$ cat src/rtl/mips_ctrl_pkg.sv
// ---------------------------------------------------------------------------
// mips_ctrl_pkg
// Shared definitions for the multicycle MIPS main controller:
//   - state_t      : FSM state encodings (S_FETCH .. S_JUMP)
//   - OP_*         : opcode field values (instr[31:26])
//   - FUNCT_*      : R-type funct field values (instr[5:0])
//   - ALU_*        : 3-bit alu_control codes driven to the ALU
//   - ALUOP_*      : 2-bit alu_op codes from the FSM to the ALU decoder
//   - ctrl_t       : bundle of state-decoded control signals
//   - state_ctrl() : Moore output decode for a given state
// ---------------------------------------------------------------------------
package mips_ctrl_pkg;

    typedef enum logic [3:0] {
        S_FETCH   = 4'd0,
        S_DECODE  = 4'd1,
        S_MEMADR  = 4'd2,
        S_MEMRD   = 4'd3,
        S_MEMWB   = 4'd4,
        S_MEMWR   = 4'd5,
        S_EXECUTE = 4'd6,
        S_ALUWB   = 4'd7,
        S_BRANCH  = 4'd8,
        S_ADDIEX  = 4'd9,
        S_ADDIWB  = 4'd10,
        S_JUMP    = 4'd11
    } state_t;

    localparam logic [5:0] OP_RTYPE = 6'b000000;
    localparam logic [5:0] OP_LW    = 6'b100011;
    localparam logic [5:0] OP_SW    = 6'b101011;
    localparam logic [5:0] OP_BEQ   = 6'b000100;
    localparam logic [5:0] OP_ADDI  = 6'b001000;
    localparam logic [5:0] OP_J     = 6'b000010;

    localparam logic [5:0] FUNCT_ADD = 6'b100000;
    localparam logic [5:0] FUNCT_SUB = 6'b100010;
    localparam logic [5:0] FUNCT_AND = 6'b100100;
    localparam logic [5:0] FUNCT_OR  = 6'b100101;
    localparam logic [5:0] FUNCT_SLT = 6'b101010;

    localparam logic [2:0] ALU_ADD = 3'b010;
    localparam logic [2:0] ALU_SUB = 3'b110;
    localparam logic [2:0] ALU_AND = 3'b000;
    localparam logic [2:0] ALU_OR  = 3'b001;
    localparam logic [2:0] ALU_SLT = 3'b111;

    localparam logic [1:0] ALUOP_ADD   = 2'b00;
    localparam logic [1:0] ALUOP_SUB   = 2'b01;
    localparam logic [1:0] ALUOP_FUNCT = 2'b10;

    typedef struct packed {
        logic       alu_src_a;
        logic [1:0] alu_src_b;
        logic       i_or_d;
        logic       ir_write;
        logic       mem_write;
        logic       reg_write;
        logic       reg_dst;
        logic       mem_to_reg;
        logic [1:0] pc_src;
        logic       pc_write;
        logic       branch;
        logic [1:0] alu_op;
    } ctrl_t;

    // Moore decode: every control except pc_en, illegal_op and alu_control
    // is a pure function of the state. Unused encodings drive everything low.
    function automatic ctrl_t state_ctrl(input state_t s);
        ctrl_t c;
        c = '0;
        case (s)
            S_FETCH: begin
                c.ir_write  = 1'b1;
                c.alu_src_b = 2'b01;
                c.pc_write  = 1'b1;
                c.alu_op    = ALUOP_ADD;
            end
            S_DECODE: begin
                c.alu_src_b = 2'b11;
                c.alu_op    = ALUOP_ADD;
            end
            S_MEMADR: begin
                c.alu_src_a = 1'b1;
                c.alu_src_b = 2'b10;
            end
            S_MEMRD: begin
                c.i_or_d = 1'b1;
            end
            S_MEMWB: begin
                c.reg_write  = 1'b1;
                c.mem_to_reg = 1'b1;
            end
            S_MEMWR: begin
                c.i_or_d    = 1'b1;
                c.mem_write = 1'b1;
            end
            S_EXECUTE: begin
                c.alu_src_a = 1'b1;
                c.alu_op    = ALUOP_FUNCT;
            end
            S_ALUWB: begin
                c.reg_dst   = 1'b1;
                c.reg_write = 1'b1;
            end
            S_BRANCH: begin
                c.alu_src_a = 1'b1;
                c.alu_op    = ALUOP_SUB;
                c.branch    = 1'b1;
                c.pc_src    = 2'b01;
            end
            S_ADDIEX: begin
                c.alu_src_a = 1'b1;
                c.alu_src_b = 2'b10;
            end
            S_ADDIWB: begin
                c.reg_write = 1'b1;
            end
            S_JUMP: begin
                c.pc_src   = 2'b10;
                c.pc_write = 1'b1;
            end
            default: c = '0;
        endcase
        return c;
    endfunction

endpackage

$ cat src/rtl/mips_control_fsm_alu_decoder.sv
// ---------------------------------------------------------------------------
// alu_decoder
// Combinational translation of the FSM's alu_op plus the instruction funct
// field into the ALU's 3-bit operation code.
//   alu_op      in  2  00 add, 01 sub, 10 use funct, 11 add
//   funct       in  6  instr[5:0]
//   alu_control out 3  010 add, 110 sub, 000 and, 001 or, 111 slt
// ---------------------------------------------------------------------------
module alu_decoder
    import mips_ctrl_pkg::*;
(
    input  logic [1:0] alu_op,
    input  logic [5:0] funct,
    output logic [2:0] alu_control
);

    // Unknown funct values and the spare alu_op code fall back to add so the
    // ALU never sees an undefined operation.
    always_comb begin
        alu_control = ALU_ADD;
        case (alu_op)
            ALUOP_ADD: alu_control = ALU_ADD;
            ALUOP_SUB: alu_control = ALU_SUB;
            ALUOP_FUNCT: begin
                case (funct)
                    FUNCT_ADD: alu_control = ALU_ADD;
                    FUNCT_SUB: alu_control = ALU_SUB;
                    FUNCT_AND: alu_control = ALU_AND;
                    FUNCT_OR:  alu_control = ALU_OR;
                    FUNCT_SLT: alu_control = ALU_SLT;
                    default:   alu_control = ALU_ADD;
                endcase
            end
            default: alu_control = ALU_ADD;
        endcase
    end

endmodule

$ cat src/rtl/mips_control_fsm.sv
// ---------------------------------------------------------------------------
// mips_control_fsm
// Multicycle MIPS main controller. Steps each instruction through
// FETCH / DECODE / execute states and drives datapath enables and selects.
//   clk, reset         clock (rising edge) and async active-high reset
//   op, funct          opcode and funct fields from the instruction register
//   zero               ALU zero flag, used only in BRANCH
//   alu_control        ALU operation (via alu_decoder)
//   alu_src_a/b        ALU operand selects
//   i_or_d             memory address select
//   ir_write,mem_write,reg_write  write enables (forced low during reset)
//   reg_dst,mem_to_reg register-file write select / data select
//   pc_src, pc_en      next-PC select and PC load enable
//   illegal_op         one-cycle pulse when DECODE sees an unsupported op
//   state_o            current state encoding for debug
// ---------------------------------------------------------------------------
module mips_control_fsm
    import mips_ctrl_pkg::*;
#(
    parameter bit ENABLE_ADDI = 1'b1,
    parameter bit ENABLE_JUMP = 1'b1
) (
    input  logic       clk,
    input  logic       reset,
    input  logic [5:0] op,
    input  logic [5:0] funct,
    input  logic       zero,
    output logic [2:0] alu_control,
    output logic       alu_src_a,
    output logic [1:0] alu_src_b,
    output logic       i_or_d,
    output logic       ir_write,
    output logic       mem_write,
    output logic       reg_write,
    output logic       reg_dst,
    output logic       mem_to_reg,
    output logic [1:0] pc_src,
    output logic       pc_en,
    output logic       illegal_op,
    output logic [3:0] state_o
);

    state_t state_q;
    state_t state_d;
    ctrl_t  ctrl_q;
    logic   op_legal;

    // Opcode legality honours the build-time feature switches.
    always_comb begin
        op_legal = 1'b0;
        case (op)
            OP_LW, OP_SW, OP_RTYPE, OP_BEQ: op_legal = 1'b1;
            OP_ADDI: op_legal = ENABLE_ADDI;
            OP_J:    op_legal = ENABLE_JUMP;
            default: op_legal = 1'b0;
        endcase
    end

    // Next-state logic. Only DECODE and MEMADR look at the opcode; every
    // terminal state returns to FETCH.
    always_comb begin
        state_d = S_FETCH;
        case (state_q)
            S_FETCH: state_d = S_DECODE;
            S_DECODE: begin
                state_d = S_FETCH;
                if (op_legal) begin
                    case (op)
                        OP_LW, OP_SW: state_d = S_MEMADR;
                        OP_RTYPE:     state_d = S_EXECUTE;
                        OP_BEQ:       state_d = S_BRANCH;
                        OP_ADDI:      state_d = S_ADDIEX;
                        OP_J:         state_d = S_JUMP;
                        default:      state_d = S_FETCH;
                    endcase
                end
            end
            S_MEMADR:  state_d = (op == OP_LW) ? S_MEMRD : S_MEMWR;
            S_MEMRD:   state_d = S_MEMWB;
            S_EXECUTE: state_d = S_ALUWB;
            S_ADDIEX:  state_d = S_ADDIWB;
            default:   state_d = S_FETCH;
        endcase
    end

    // State register plus registered Moore outputs: the controls are decoded
    // from the next state so they line up with state_q without extra logic
    // on the output path. Reset loads the FETCH decode; the write enables are
    // masked separately while reset is held.
    always_ff @(posedge clk or posedge reset) begin
        if (reset) begin
            state_q <= S_FETCH;
            ctrl_q  <= state_ctrl(S_FETCH);
        end else begin
            state_q <= state_d;
            ctrl_q  <= state_ctrl(state_d);
        end
    end

    alu_decoder u_alu_decoder (
        .alu_op      (ctrl_q.alu_op),
        .funct       (funct),
        .alu_control (alu_control)
    );

    assign alu_src_a  = ctrl_q.alu_src_a;
    assign alu_src_b  = ctrl_q.alu_src_b;
    assign i_or_d     = ctrl_q.i_or_d;
    assign reg_dst    = ctrl_q.reg_dst;
    assign mem_to_reg = ctrl_q.mem_to_reg;
    assign pc_src     = ctrl_q.pc_src;
    assign state_o    = state_q;

    // Asserting reset mid-instruction must not let any architectural write
    // slip through, so every enable is gated directly by the reset pin.
    assign ir_write  = ctrl_q.ir_write  & ~reset;
    assign mem_write = ctrl_q.mem_write & ~reset;
    assign reg_write = ctrl_q.reg_write & ~reset;
    assign pc_en     = ~reset & (ctrl_q.pc_write | (ctrl_q.branch & zero));

    assign illegal_op = (state_q == S_DECODE) & ~op_legal;

endmodule

$ cat config.mk
export PLATFORM = sky130hd
export DESIGN_NAME = mips_control_fsm
export DESIGN_NICKNAME = d
export VERILOG_FILES = /design/src/rtl/mips_ctrl_pkg.sv /design/src/rtl/mips_control_fsm_alu_decoder.sv /design/src/rtl/mips_control_fsm.sv
export SDC_FILE = /design/constraint.sdc
export NUM_CORES = 1
export LEC_CHECK = 0
export CAP_MARGIN = 20
export CORE_MARGIN = 4
export CORE_UTILIZATION = 40
export CTS_CLUSTER_DIAMETER = 50
export DETAILED_ROUTE_END_ITERATION = 7
export HOLD_SLACK_MARGIN = 0.15
export PLACE_DENSITY = 0.76
export SLEW_MARGIN = 20
export SYNTH_ARGS = -nofsm -noshare
export SYNTH_HDL_FRONTEND = slang
export SYNTH_SLANG_ARGS = --single-unit
$ cat constraint.sdc
create_clock -name clk -period 2.53 [get_ports clk]
set_clock_uncertainty 0.05 [all_clocks]
set_input_delay 0.253 -clock clk [delete_from_list [all_inputs] [get_ports clk]]
set_output_delay 0.253 -clock clk [all_outputs]
set_load 0.02 [all_outputs]
== After elaboration in Yosys (flattened, before gate mapping) ==
Index checks and enable logic that the tools add are counted.
Widths: inputs -> output; s select.
Storage, ports and cells
  register bits: 19
  word-level logic and storage cells: 78
Cells by class
  eq/ne operators: 27
  mux-type cells: 19
  bitwise gates (word level): 9
  reductions and logical operators: 10
Operators with widths (number)
  $eq 6x6->1 const B: 6
  $pmux 4 s6: 1
  $eq 4x3->1 const B: 5
  $eq 4x4->1 const B: 5
  $pmux 4 s5: 1
  $eq 4x2->1 const B: 4
  $pmux 3 s4: 1
  $mux 1: 10
  $eq 4x1->1 const B: 2
  $logic_not 4->1: 2
  $pmux 2 s2: 2
  $reduce_or 2->1: 4
  $and 1x1->1: 6
  $eq 6x2->1 const B: 1
  $eq 6x3->1 const B: 1
  $eq 6x4->1 const B: 1
  $logic_not 6->1: 1
  $pmux 2 s3: 1
  $pmux 3 s2: 1
  $reduce_or 6->1: 1
  $mux 4: 1
  $reduce_or 4->1: 1
  $mux 3: 1
  $reduce_or 3->1: 1
  4 further kinds: 5

== Logic depth before layout (Yosys ltp) ==
Gate-level depths: netlist (run 1).
  depth in word-level cells: 8
  depth in mapped cells: 7
  depth with buffers taken out: 6

== Cells and area by module ==
Synthesis (run 1) repeated with hierarchy kept, for this count alone.
Unflattened totals
  cells, all modules: 106
  area total of the unflattened synthesis: 1034.7 um^2
Modules (own cells, without submodules)
  mips_control_fsm: times used 1, cells each 91, area an instance 915.9 um^2, sequential area each 429.2 um^2
  alu_decoder: times used 1, cells each 15, area an instance 118.9 um^2, sequential area each 0.0 um^2

== Worst setup path after synthesis (run 1) ==
OpenSTA, ideal clock, no wires.
  path type: register to output
  start point: register ctrl_q[0] in the netlist's numbering
  end point: output port alu_control[0]
  data arrival time: 1.441 ns
  required time: 2.227 ns
  path slack: 0.786 ns
  cell stages (with the launch flop): 4
  cell sequence: dfrtp_1 > inv_1 > ha_1 > nor4bb_1
Between the ends
  word-level cells in the longest chain between the ends: 2
RTL lines
  from (decl): line mips_control_fsm.sv:45  | ctrl_t ctrl_q;
  from (signal assigned): line mips_control_fsm.sv:93  | ctrl_q <= state_ctrl(S_FETCH);
  from (signal assigned): line mips_control_fsm.sv:96  | ctrl_q <= state_ctrl(state_d);
  $eq 2x2->1 / $eq 2x1->1 (equally long branches): line mips_control_fsm_alu_decoder.sv:21  | case (alu_op)
  $pmux 3 s2 (*): line mips_control_fsm_alu_decoder.sv:21
  to (decl): line mips_control_fsm.sv:28  | output logic [2:0] alu_control,
Every way passes the cells marked *; elsewhere a longest branch is shown, timed or not.

== Final worst setup path (run 1) ==
  start point: input port funct[2]
  end point: output port alu_control[1]
Between the ends
  word-level cells in the longest chain between the ends: 3
RTL lines
  from (decl): line mips_control_fsm.sv:26  | input logic [5:0] funct,
  $eq 6x6->1: line mips_control_fsm_alu_decoder.sv:25  | case (funct)
  $pmux 3 s4 (*): line mips_control_fsm_alu_decoder.sv:25
  $pmux 3 s2 (*): line mips_control_fsm_alu_decoder.sv:21
Marked as above.

==> results.txt, run 1 <==
CP endpoint kind: primary output
Detailed Route WL: 2210 um
Comb power frac: 0.431
Maximum clock frequency: 412 MHz
CTS tree: yes
Switching Fraction: 0.348
Commonest non-fill, non-tap cells in the layout: clkdlybuf4s50_1, dfrtp_1, inv_1
Pwr dens: 650 mW/mm2
VDD IR max: 0.835 mV
Area growth syn-to-layout: 36.3%
Num CTS Buffers: 3
Top cell type's share of synthesized area: 0.344
Final Cycle Share: 0.961
Hold Vio Cnt, Final: 0
Flops & latches, synth: 17
Max reg flops: 6
Critical-path top delay cell: clkdlybuf4s50_1
Die Wd: 58.4 um
Die Y-Extent: 58.4 um
Slew Viols, Final: 0
Initial Utilization: 0.414
Gr usage total: 0.141
Worst Path Required: 2.23 ns
ANT nets after route: 0
Largest net degree at the start of global routing: 18
Clk_lat worst skew: 0.28 ns
Pleak: 0.580 nW
Core Footprint: 0.00245 mm2
Simple-gate share of the synthesized area: 0.241
Tmin final: 2.43 ns
DR pass1 iterations: 4
Multiplexer area fraction after synthesis: 0
Post-synthesis cell type count: 43
Synth Area in Compound Gates: 0.189
Overflow after GRT: 0
Slowest stage delay, CP: 0.55 ns
Die ar.: 0.00341 mm2
RR Startpoint: state_o[0]
Post-Synthesis Cells: 103
CP startpoint kind: input pin
DR WL/cell: 13.3 um
Largest Register: ctrl_q
Cell-internal power: 0.000587 W
Area of the multi-input gates: 489 um2
Psw: 0.000314 W
Vias in the first global route: 895
Max-cap violations: 0
CTS Sinks: 17
Hpwl dp: 1780 um
Post-CTS setup buffer count: 0
Yosys warns: 0
Top cell family by delay on the critical path: buffers and inverters
Port buffer count: 34
Hold_buf cts: 0
Max clock buf depth: 2
Initial antenna violation count: 0
Row count: 18
Post-Syn Nets: 120
Hold Worst Slack: 0.420 ns
Synth Area in XOR/XNOR: 0.0258
Max FO, Critical Path: 2
Synth Area in Adders: 0.0246
Worst Setup Slack, final: 0.0999 ns
Worst Hold Class: in2async
Measured slew at the worst slew-check pin: 0.609 ns
Syn Area/Cell: 9.88 um2
Share of cells above drive strength 1: 0.147
CP most frequent cell: clkdlybuf4s50_1
RSZ-0062 raised after global routing: no
Clock Power Share: 0.150
Largest cells by area after synthesis: dfrtp_1, dfstp_2, buf_4, inv_1, nor2_1
First-pass GRT wire length: 3840 um
Post-CTS Resized: 0
Register area share after synthesis: 0.422
Commonest non-fill, non-tap cell in the layout: clkdlybuf4s50_1
Remaining routing DRC violations: 0
Sequential power share: 0.419
Iter 0 DRT Violations: 24
Global placer's final weighted congestion: 0.813
Worst r2r path cells: 6
Worst path arrival time: 2.13 ns
Clk root buf: clkbuf_4
Cell taking the most area after synthesis: dfrtp_1
CP Buf/Inv Count: 2
Critical path class: in2out
Via density: 5.30
Final setup violation count: 0
Setup_tns: 0 ns
Outcome: completed
Reg-to-reg endpoint: alu_src_b[1]
Critical path, cell by cell: clkdlybuf4s50_1 > nor3b_1 > a21boi_0 > or3b_2 > clkdlybuf4s50_1
H-tree depth: 1
Fillers: 216
Largest family of logic cells by synthesized area: simple AND/OR/NAND/NOR gates
Slew headroom: 0.594
Clk slew on worst S/H paths: 0.09 ns
Via count: 879
Antenna cell count: 0
Number of I/O pins: 35
Nets: 154
Place WS: 0.0937 ns
Setup slack, reg-to-reg: 0.83 ns
Mapped cell area: 0.00102 mm2
Reg area: 429 um2
==> per-stage QoR <==
| step | power (W) | cell area [um2] | std cells | util |
|---|---|---|---|---|
| global route | 0.000965 | 1390 | 166 | 0.565 |
| floorplan | 0.000632 | 1020 | 103 | - |
| finish | 0.000901 | 1390 | 166 | 0.565 |
| global placement | 0.000766 | 1360 | 162 | 0.554 |
| detailed placement | 0.000771 | 1360 | 162 | 0.554 |
| CTS | 0.000910 | 1390 | 166 | 0.565 |
==> routing by layer <==
| layer | share of wire | up-vias | track usage |
|---|---|---|---|
| li1 | - | 427 | - |
| met1 | 0.41 | 410 | 0.175 |
| met2 | 0.50 | 40 | 0.250 |
| met3 | 0.088 | 2 | 0.0439 |
| met4 | 0.0045 | 0 | 0.00993 |
| met5 | 0 | - | 0 |
==> power groups by stage <==
stage / clock network, W / logic, W / registers, W
3_3_place_gp: 0 / 0.000385 / 0.000382
3_5_place_dp: 0 / 0.000389 / 0.000382
2_1_floorplan: 0 / 0.000244 / 0.000389
4_1_cts: 0.000142 / 0.000392 / 0.000377
5_1_grt: 0.000156 / 0.000423 / 0.000386
6_report: 0.000135 / 0.000388 / 0.000377
==> cells in the mapped netlist <==
library cell,number
a21oi_1,4
o32a_1,1
clkinv_1,1
nor3b_1,3
nor4_1,2
and3_1,1
and3_4,1
dfrtp_1,14
nor3b_2,1
inv_1,10
nor3_1,6
o211ai_1,1
nand2_2,1
o21a_1,1
nand3_1,1
o31ai_4,1
buf_6,1
o41ai_4,1
o41ai_2,1
a31o_2,1
xnor2_1,2
nor4bb_1,1
nand2_1,4
a21boi_0,2
buf_4,5
nor2b_1,4
o311ai_2,1
buf_2,1
o31ai_1,1
a31oi_1,2
nor3_2,1
o21ai_0,2
o21ai_1,1
xor2_1,1
ha_1,2
nand4_1,2
nand2b_1,2
nor2_1,9
clkbuf_1,1
or3b_2,1
dfstp_2,3
or3_4,1
a22oi_1,1
==> final cells by class <==
class | count | share of cell area
Clock buffer | 4 | 0.0190
Inverter | 11 | 0.0298
Tap cell | 30 | 0.0271
Sequential cell | 17 | 0.310
Multi-Input combinational cell | 67 | 0.353
Timing Repair Buffer | 37 | 0.262
==> how the worst max path moves through the flow <==
stage | start | endpoint | slack (ns) | cells past startpoint
3_5_place_dp | funct[2] | alu_control[1] | 0.09 | 5
4_1_cts | funct[2] | alu_control[1] | 0.09 | 5
3_3_place_gp | funct[2] | alu_control[1] | 0.21 | 5
2_1_floorplan | ctrl_q[0] | alu_control[0] | 0.79 | 3
5_1_grt | ctrl_q[0] | alu_control[1] | 0.005 | 5
6_report | funct[2] | alu_control[1] | 0.1 | 5
==> worst reg2reg max path, cell delays in order, from the launching register on <==
cell      delay [ns]
dfrtp_1         0.50
nor3b_2         0.22
o21ai_1         0.10
o32a_1          0.27
clkinv_1        0.16
nand4_1         0.16
o311ai_2        0.12
==> cells by family after synthesis <==
family	after synthesis
adders and majority gates	2
xor gates and xnor gates	3
AOI/OAI and AO/OA	21
DFF	17
and+or+nand+nor	41
buffers and inverters	19
No activity file was read; power rests on OpenSTA's default activity.
==> inputs of run 2 (changes only) <==
--- a/config.mk
+++ b/config.mk
@@ -11,7 +11,7 @@
 export CTS_CLUSTER_DIAMETER = 50
 export DETAILED_ROUTE_END_ITERATION = 7
 export HOLD_SLACK_MARGIN = 0.15
-export PLACE_DENSITY = 0.76
+export PLACE_DENSITY = 0.79
 export SLEW_MARGIN = 20
 export SYNTH_ARGS = -nofsm -noshare
 export SYNTH_HDL_FRONTEND = slang
==> constraint.sdc (replaced) <==
create_clock -name clk -period 2.1 [get_ports clk]
set_clock_uncertainty 0.05 [all_clocks]
set_input_delay 0.21 -clock clk [delete_from_list [all_inputs] [get_ports clk]]
set_output_delay 0.21 -clock clk [all_outputs]
set_load 0.02 [all_outputs]
==> run 2 against run 1 <==
Against the previous run:
- worst hold slack worse by 0.055 ns
- cell count is 4.8% higher
- wire length is 4.2% higher
- die area stayed put
- critical path type is now reg2out
- largest cell class unchanged
- largest power group unchanged
==> results.txt, run 2 (synthesized netlist as in run 1, its figures left out) <==
Max reg flops: 6
Die ar.: 0.00341 mm2
Global placer's final weighted congestion: 0.811
Gr usage total: 0.143
Area growth syn-to-layout: 41.8%
Die Y-Extent: 58.4 um
Row count: 18
Final Cycle Share: 0.967
CP startpoint kind: flop
Final core utilization: 0.588
Remaining routing DRC violations: 0
H-tree depth: 1
Pwr dens: 772 mW/mm2
Max-cap violations: 0
Design area: 0.00144 mm2
Initial Utilization: 0.414
Largest net degree at the start of global routing: 18
DR pass1 iterations: 4
Number of I/O pins: 35
Die Wd: 58.4 um
Hold Vio Cnt, Final: 0
Max FO, Critical Path: 4
Slew Viols, Final: 0
CTS tree: yes
Commonest non-fill, non-tap cells in the layout: clkdlybuf4s50_1, dfrtp_1, buf_4
Share of cells above drive strength 1: 0.215
Slew headroom: 0.603
Tmin final: 2.03 ns
Placed cell areas: 0.00142 mm2
Fillers: 225
Antenna cell count: 0
Largest Register: ctrl_q
Hold_buf cts: 0
Worst Path Required: 1.84 ns
Via count: 922
ANT nets after route: 0
Initial antenna violation count: 0
RSZ-0062 raised after global routing: yes
Via density: 5.30
Final setup violation count: 0
Outcome: completed
Hpwl dp: 1870 um
Clk_lat worst skew: 0.28 ns
Measured slew at the worst slew-check pin: 0.595 ns
Max clock buf depth: 2
Iter 0 DRT Violations: 29
Detailed Route WL: 2310 um
Nets: 162
Clk slew on worst S/H paths: 0.09 ns
First-pass GRT wire length: 3880 um
Maximum clock frequency: 493 MHz
CTS Sinks: 17
Vias in the first global route: 864
Worst path arrival time: 1.77 ns
DR WL/cell: 13.3 um
Num CTS Buffers: 3
Pleak: 0.642 nW
Overflow after GRT: 0
Core Footprint: 0.00245 mm2
Worst Hold Class: in2async
VDD IR max: 0.587 mV
Commonest non-fill, non-tap cell in the layout: clkdlybuf4s50_1
CP endpoint kind: primary output
Port buffer count: 34
Clk root buf: clkbuf_4
Critical path class: reg2out
run 2: metrics by stage:
stage | setup WS (ns) | power [W] | hold slack [ns] | cells | TNS, ns
floorplan | 0.399 | 0.000762 | 0.0839 | 103 | 0
global placement | -0.142 | 0.000952 | 0.492 | 170 | -0.339
detailed placement | -0.213 | 0.000960 | 0.492 | 170 | -0.560
CTS | -0.0130 | 0.00112 | 0.391 | 174 | -0.0130
global route | -0.0416 | 0.00118 | 0.426 | 174 | -0.0416
finish | 0.0697 | 0.00111 | 0.365 | 174 | 0
run 2: layout make-up:
cell class,instances,area [um2],share of cell area
Clock buffer,4,26.3,0.0182
Inverter,11,41.3,0.0286
Multi-Input combinational cell,67,494,0.343
Sequential cell,17,429,0.297
Tap cell,30,37.5,0.0260
Timing Repair Buffer,45,414,0.287
run 2: where the power goes:
group / switching (W) / internal [W]
clock: 0.0000896 / 0.0000737
sequential: 0.0000213 / 0.000404
combinational: 0.000280 / 0.000243
total: 0.000391 / 0.000722
run 2: final timing paths:
kind                       startpoint             end  slack (ns)  cells after the start
max                         ctrl_q[0]  alu_control[1]        0.07                      5
min                             reset         reg_dst        0.36                      2
max reg2reg                state_o[0]    alu_src_b[1]        0.39                      7
min reg2reg                state_o[0]      mem_to_reg        0.52                      2
max in group asynchronous       reset       pc_src[1]        1.25                      2
min in group clk           state_o[0]      mem_to_reg        0.52                      2
run 2: repair_timing:
item                                   CTS  global route
endpoints found under the hold margin    0             0
resized for setup                        5             6
setup endpoints to repair                3             3
pin swaps                                0             1
buffers inserted                         0             0
run 2: layer usage:
metal | wire length, um | share of wire | vias up | global-route usage
li1 | - | - | 447 | -
met1 | 968 | 0.42 | 435 | 0.178
met2 | 1110 | 0.48 | 40 | 0.244
met3 | 232 | 0.10 | 0 | 0.0395
met4 | 0 | 0 | 0 | 0.0331
met5 | 0 | 0 | - | 0
run 2: critical path, stage by stage, from the launching register on:
cell and delay (ns):
dfrtp_1 0.39, inv_1 0.06, ha_1 0.21, a31oi_1 0.21
or3b_2 0.46, buf_2 0.17
